$ cat config.mk
export PLATFORM = sky130hd
export DESIGN_NAME = stone_ram_arbiter_flat
export DESIGN_NICKNAME = d
export VERILOG_FILES = /design/src/rtl/stone_ram_arbiter_if.sv /design/src/rtl/stone_ram_arbiter.sv /design/src/flat_wrapper.sv
export SDC_FILE = /design/constraint.sdc
export NUM_CORES = 1
export LEC_CHECK = 0
export CAP_MARGIN = 20
export CORE_UTILIZATION = 33
export CTS_BUF_LIST = sky130_fd_sc_hd__clkbuf_8 sky130_fd_sc_hd__clkbuf_16
export DETAILED_ROUTE_END_ITERATION = 10
export HOLD_SLACK_MARGIN = 0.1
export PLACE_DENSITY_LB_ADDON = 0.05
export SKIP_CTS_REPAIR_TIMING = 1
export SYNTH_ARGS = -nofsm -noshare
export SYNTH_HDL_FRONTEND = slang
export SYNTH_SLANG_ARGS = --single-unit
export TNS_END_PERCENT = 10
$ cat constraint.sdc
create_clock -name i_clk -period 1.3 [get_ports i_clk]
set_input_delay 0.26 -clock i_clk [delete_from_list [all_inputs] [get_ports i_clk]]
set_output_delay 0.26 -clock i_clk [all_outputs]
set_load 0.1 [all_outputs]
$ cat src/rtl/stone_ram_arbiter_if.sv
// stone_ram_arbiter_if: requester-side and RAM-side signals of the stone RAM arbiter
interface stone_ram_arbiter_if;
  logic [2:0] req;
  logic [2:0] we;
  logic [11:0] addr;
  logic [95:0] wdata;
  logic [2:0] gnt;
  logic [2:0] rvalid;
  logic [31:0] rdata;
  logic busy;
  logic [3:0] ram_address;
  logic [31:0] ram_data;
  logic ram_wren;
  logic [31:0] ram_q;
  modport master (
    output req, we, addr, wdata, ram_q,
    input gnt, rvalid, rdata, busy, ram_address, ram_data, ram_wren
  );
  modport slave (
    input req, we, addr, wdata, ram_q,
    output gnt, rvalid, rdata, busy, ram_address, ram_data, ram_wren
  );
endinterface

$ cat src/rtl/stone_ram_arbiter.sv
// stone_ram_arbiter: sole owner of the 16x32 stone RAM, serialising loader/renderer/rope transactions; define STONE_ARB_RR_EN for round-robin priority
module stone_ram_arbiter #(
  parameter int RD_LAT = 2
) (
  input logic i_clk,
  input logic i_rst,
  stone_ram_arbiter_if.slave io_bus
);
  typedef enum logic [1:0] {S_IDLE, S_ISSUE, S_WAIT} state_t;
  state_t r_state;
  logic [1:0] r_idx;
  logic [1:0] r_cnt;
  logic r_we;
  logic [3:0] r_addr;
  logic [31:0] r_data;
  logic [31:0] r_rdata;
  logic [2:0] r_gnt;
  logic [2:0] r_rvalid;
  logic [1:0] w_win;
`ifdef STONE_ARB_RR_EN
  logic [1:0] r_last;
  logic [1:0] w_base;
  logic [2:0] w_j;
  // Rotating search starting just after the last granted port; smallest offset wins
  always_comb begin
    w_base = r_last == 2'd2 ? 2'd0 : r_last + 2'd1;
    w_win = w_base;
    w_j = '0;
    for (int k = 2; k >= 0; k--) begin
      w_j = 3'(w_base) + 3'(k);
      w_j = w_j >= 3'd3 ? w_j - 3'd3 : w_j;
      w_win = io_bus.req[w_j[1:0]] ? w_j[1:0] : w_win;
    end
  end
`else
  // Fixed priority: lower port number wins
  always_comb w_win = io_bus.req[0] ? 2'd0 : io_bus.req[1] ? 2'd1 : 2'd2;
`endif
  // Transaction sequencer: latch the winner in idle, drive the RAM for one cycle, then wait out the read latency
  always_ff @(posedge i_clk) begin
    if (i_rst) begin
      r_state <= S_IDLE;
      r_idx <= '0;
      r_cnt <= '0;
      r_we <= 1'b0;
      r_addr <= '0;
      r_data <= '0;
      r_rdata <= '0;
      r_gnt <= '0;
      r_rvalid <= '0;
`ifdef STONE_ARB_RR_EN
      r_last <= 2'd2;
`endif
    end else begin
      r_gnt <= '0;
      r_rvalid <= '0;
      r_we <= 1'b0;
      case (r_state)
        S_IDLE: if (|io_bus.req) begin
          r_idx <= w_win;
          r_we <= io_bus.we[w_win] & (w_win != 2'd1);
          r_addr <= io_bus.addr[{w_win, 2'b00} +: 4];
          r_data <= io_bus.wdata[{w_win, 5'b00000} +: 32];
          r_gnt <= 3'b001 << w_win;
          r_state <= S_ISSUE;
`ifdef STONE_ARB_RR_EN
          r_last <= w_win;
`endif
        end
        S_ISSUE: begin
          r_cnt <= 2'(RD_LAT - 1);
          r_state <= r_we ? S_IDLE : S_WAIT;
        end
        S_WAIT: if (r_cnt == 2'd0) begin
          r_rdata <= io_bus.ram_q;
          r_rvalid <= 3'b001 << r_idx;
          r_state <= S_IDLE;
        end else r_cnt <= r_cnt - 2'd1;
        default: r_state <= S_IDLE;
      endcase
    end
  end
  assign io_bus.gnt = r_gnt;
  assign io_bus.rvalid = r_rvalid;
  assign io_bus.rdata = r_rdata;
  assign io_bus.busy = r_state != S_IDLE;
  assign io_bus.ram_address = r_addr;
  assign io_bus.ram_data = r_data;
  assign io_bus.ram_wren = r_we & ~i_rst;
endmodule

$ cat src/flat_wrapper.sv
// flat-port wrapper written by rule: the top's interface ports become plain ports
module stone_ram_arbiter_flat 
#(
  parameter int RD_LAT = 2
)
  (i_clk, i_rst, io_bus_req, io_bus_we, io_bus_addr, io_bus_wdata, io_bus_ram_q, io_bus_gnt, io_bus_rvalid, io_bus_rdata, io_bus_busy, io_bus_ram_address, io_bus_ram_data, io_bus_ram_wren);
  stone_ram_arbiter_if io_bus_i ();
  input logic i_clk;
  input logic i_rst;
  input wire logic [$bits(io_bus_i.req)-1:0] io_bus_req;
  input wire logic [$bits(io_bus_i.we)-1:0] io_bus_we;
  input wire logic [$bits(io_bus_i.addr)-1:0] io_bus_addr;
  input wire logic [$bits(io_bus_i.wdata)-1:0] io_bus_wdata;
  input wire logic [$bits(io_bus_i.ram_q)-1:0] io_bus_ram_q;
  output wire logic [$bits(io_bus_i.gnt)-1:0] io_bus_gnt;
  output wire logic [$bits(io_bus_i.rvalid)-1:0] io_bus_rvalid;
  output wire logic [$bits(io_bus_i.rdata)-1:0] io_bus_rdata;
  output wire logic [$bits(io_bus_i.busy)-1:0] io_bus_busy;
  output wire logic [$bits(io_bus_i.ram_address)-1:0] io_bus_ram_address;
  output wire logic [$bits(io_bus_i.ram_data)-1:0] io_bus_ram_data;
  output wire logic [$bits(io_bus_i.ram_wren)-1:0] io_bus_ram_wren;
  assign io_bus_i.req = io_bus_req;
  assign io_bus_i.we = io_bus_we;
  assign io_bus_i.addr = io_bus_addr;
  assign io_bus_i.wdata = io_bus_wdata;
  assign io_bus_i.ram_q = io_bus_ram_q;
  assign io_bus_gnt = io_bus_i.gnt;
  assign io_bus_rvalid = io_bus_i.rvalid;
  assign io_bus_rdata = io_bus_i.rdata;
  assign io_bus_busy = io_bus_i.busy;
  assign io_bus_ram_address = io_bus_i.ram_address;
  assign io_bus_ram_data = io_bus_i.ram_data;
  assign io_bus_ram_wren = io_bus_i.ram_wren;
  stone_ram_arbiter #(.RD_LAT(RD_LAT)) u_core (.i_clk(i_clk), .i_rst(i_rst), .io_bus(io_bus_i));
endmodule
==> summary.txt <==
Run status
  • Run status: finished, violations left
  • Failing checks: negative setup slack

GRT
  • Gr ovfl total: 0
  • GRT Resource Usage Total: 18.5%
  • First-pass GRT wire length: 16000 um
  • Vias in the first global route: 3386
  • Initial antenna violation count: 1
  • Largest net degree at the start of global routing: 49

Worst setup path
  • Reg2reg setup slack: -0.05 ns
  • Critical Path Start Type: flip-flop
  • CP Max Fanout: 7
  • Slowest CP cell: dfxtp_2
  • R2R cell count: 7
  • Crit path max-delay family: flip-flops
  • WP depth: 3
  • Critical path, cell by cell: nor2_4 -> inv_8 -> buf_12
  • CP bufs+invs: 2
  • Worst Path Required: around 1.0 ns
  • Crit end category: output port
  • Critical path arrival: 1.10 ns
  • Setup CP Type: flip-flop to output port
  • Slowest stage delay, CP: 0.35 ns

Placed design
  • Hpwl dp: 7930 um
  • Global placer's final weighted congestion: 0.733
  • Port-buffer cells: 222

Timing
  • Worst hold slack: about 0.25 ns
  • Crit path time final: 1.36 ns
  • Hold Fails Final Rpt: 0
  • FMAX: 734 MHz
  • Slew @ Worst Pin: 0.282 ns
  • Setup Viol. Count Final: 19
  • Final slew viol count: 0
  • Final Cycle Share: 105%
  • Worst setup margin: -0.0632 ns
  • TNS Setup: -0.363 ns
  • Clk_skew: 0.00565 ns
  • RSZ-0062 raised after global routing: yes
  • Max-Slew Margin vs Limit: 81.2%

Route
  • Post-route ant nets: 0
  • Routed vias: 3623
  • Vias per cell: about 4.8
  • Initial DRC count: 120
  • Drt total wl: 10900 um
  • Initial DRT Pass Iterations: 4
  • Wirelength per Cell: 14.3 um
  • Drt drc: 0

Synth
  • Synth area leader: dfxtp_1
  • Synth top area cells: dfxtp_1, nand2_1, mux2i_1
  • Synth top area share: 46.7%
  • Yosys warnings: 0
  • Post-synthesis cell area: 3470 um^2
  • Avg Inst Size Synth: 8.73 um^2
  • Library cells used by synthesis: 30
  • Post-Syn Instances: around 400
  • Seq/Total Area, Yosys: 46.7%
  • Synthesized flop and latch total: 81
  • Syn_nets: 547

Clock network
  • Clock root buffer: clkbuf_8
  • Clock sink total: 81
  • Clock insertion delay at the later pin of the skew report: 0.35 ns
  • CTS buffer count: 9
  • Htree depth: 3
  • CTS tree: done
  • Deepest clock path buffer count: 2
  • Clk slew on worst S/H paths: 0.08 ns

Power and ir drop
  • Max IR drop VDD: ~740 uV
  • P_leak: around 2.8 nW
  • Power per Cell Area: approximately 1200 nW/um^2
  • Overall power: 8.34 mW

Final layout
  • Multi-input logic area: 1770 um^2
  • Register area: 1630 um^2
  • Layout cells sized above 1: a little under a quarter
  • Fin nets: about 770
  • Area delta synth->final: 105%
  • Fillers: 808
  • N_diodes: 0

Run
  • Max-cap violation count: 0

Hold path
  • HP Class: input port to flip-flop
  • Hold depth: 2

Floorplan
  • Initial Utilization: 33.8%
  • Num ports: between 200 and 250
  • Die Y: around 100 um
  • Die Wd: 105 um
  • Die ar.: 10900 um^2
  • Core ar.: 10300 um^2
  • Row count: 37
==> kinds of logic after synthesis <==
kind of cell	count (synthesis)	share of synthesized area (%)
AND/OR/NAND/NOR	128	16.0
adder cells (fa/ha/maj)	1	0.360
buffers and inverters	38	5.94
multiplexers	36	10.4
AO/OA/AOI/OAI	114	20.6
flip-flops	81	46.7
==> where the power goes <==
group,switching (mW),internal (mW)
sequential,0.196,2.67
combinational,1.82,1.40
clock,0.932,1.33
total,2.95,5.40
==> sequential cells by signal, indices dropped and copies added (netlist names) <==
register and count:
u_core.r_state 2, u_core.r_cnt 2, u_core.io_bus.gnt 3, u_core.io_bus.rdata 32
u_core.io_bus.ram_address 4, u_core.io_bus.ram_data 32, u_core.io_bus.rvalid 3, u_core.r_idx 2
u_core.r_we 1
==> synth_stat cells, drive strengths merged <==
master and n:
mux2i 36, a22oi 1, inv 3, and3b 1, o21ai 38, or2 2
a22o 36, buf 23, dfxtp 81, clkbuf 12, nor4 1, nor3 4
nor4b 3, ha 1, nand2 100, nand3b 3, and2 2, nor2b 3
o21bai 1, nor3b 2, nor2 7, o21ba 1, a21oi 37
==> per-stage QoR <==
| step | utilization, % | cell area [um^2] | instances | setup slack (ns) |
|---|---|---|---|---|
| floorplan | - | 3490 | 398 | -0.157 |
| global placement | 64.7 | 6650 | 738 | -0.488 |
| detailed placement | 64.7 | 6650 | 738 | -0.516 |
| CTS | 67.1 | 6900 | 754 | -0.146 |
| global route | 69.1 | 7100 | 761 | -0.115 |
| finish | 69.1 | 7100 | 761 | -0.0632 |
==> layout make-up <==
type	count	area share (%)
Timing Repair Buffer	245	45.9
Multi-Input combinational cell	280	25.0
Sequential cell	81	22.9
Tap cell	136	2.40
Clock buffer	10	1.94
Clock inverter	6	1.60
Inverter	3	0.264
==> per-layer routing <==
layer	track usage, %	part of all wire, %
met5	0	0
met4	8.05	2.0
met3	6.05	8.0
met2	33.8	52
met1	19.2	38
==> final timing paths <==
check	start	endpoint
max	u_core.r_state[1]	io_bus_busy
min	i_rst	u_core.r_state[1]
max reg2reg	u_core.r_cnt[0]	u_core.io_bus.rdata[1]
min reg2reg	u_core.io_bus.rdata[8]	u_core.io_bus.rdata[8]
==> cells in the final DEF (no fill, tap or decap), types with 3 or more instances in the layout <==
cell             Yosys  final
a21oi_1             37     30
a21oi_2              0      7
a22o_1              36     36
buf_12               0     82
buf_2               15      3
buf_4                2     12
buf_6                5      3
bufinv_16            0      3
clkbuf_8             0     10
clkdlybuf4s50_1      0    142
dfxtp_1             81     77
dfxtp_2              0      4
mux2i_1             36     36
nand2_1            100     95
nand2_2              0      5
nand3b_1             3      3
nor2_1               6      6
o21ai_0             35     34
o21ai_1              3      4
==> worst reg2reg max path, stage by stage, from the launching register on <==
cell and delay, ns:
dfxtp_2 0.35, inv_2 0.05, ha_4 0.16, nand3b_1 0.21, buf_6 0.16, clkbuf_16 0.15, nand2_1 0.07, a21oi_1 0.15
No activity file was read; power rests on OpenSTA's default activity.
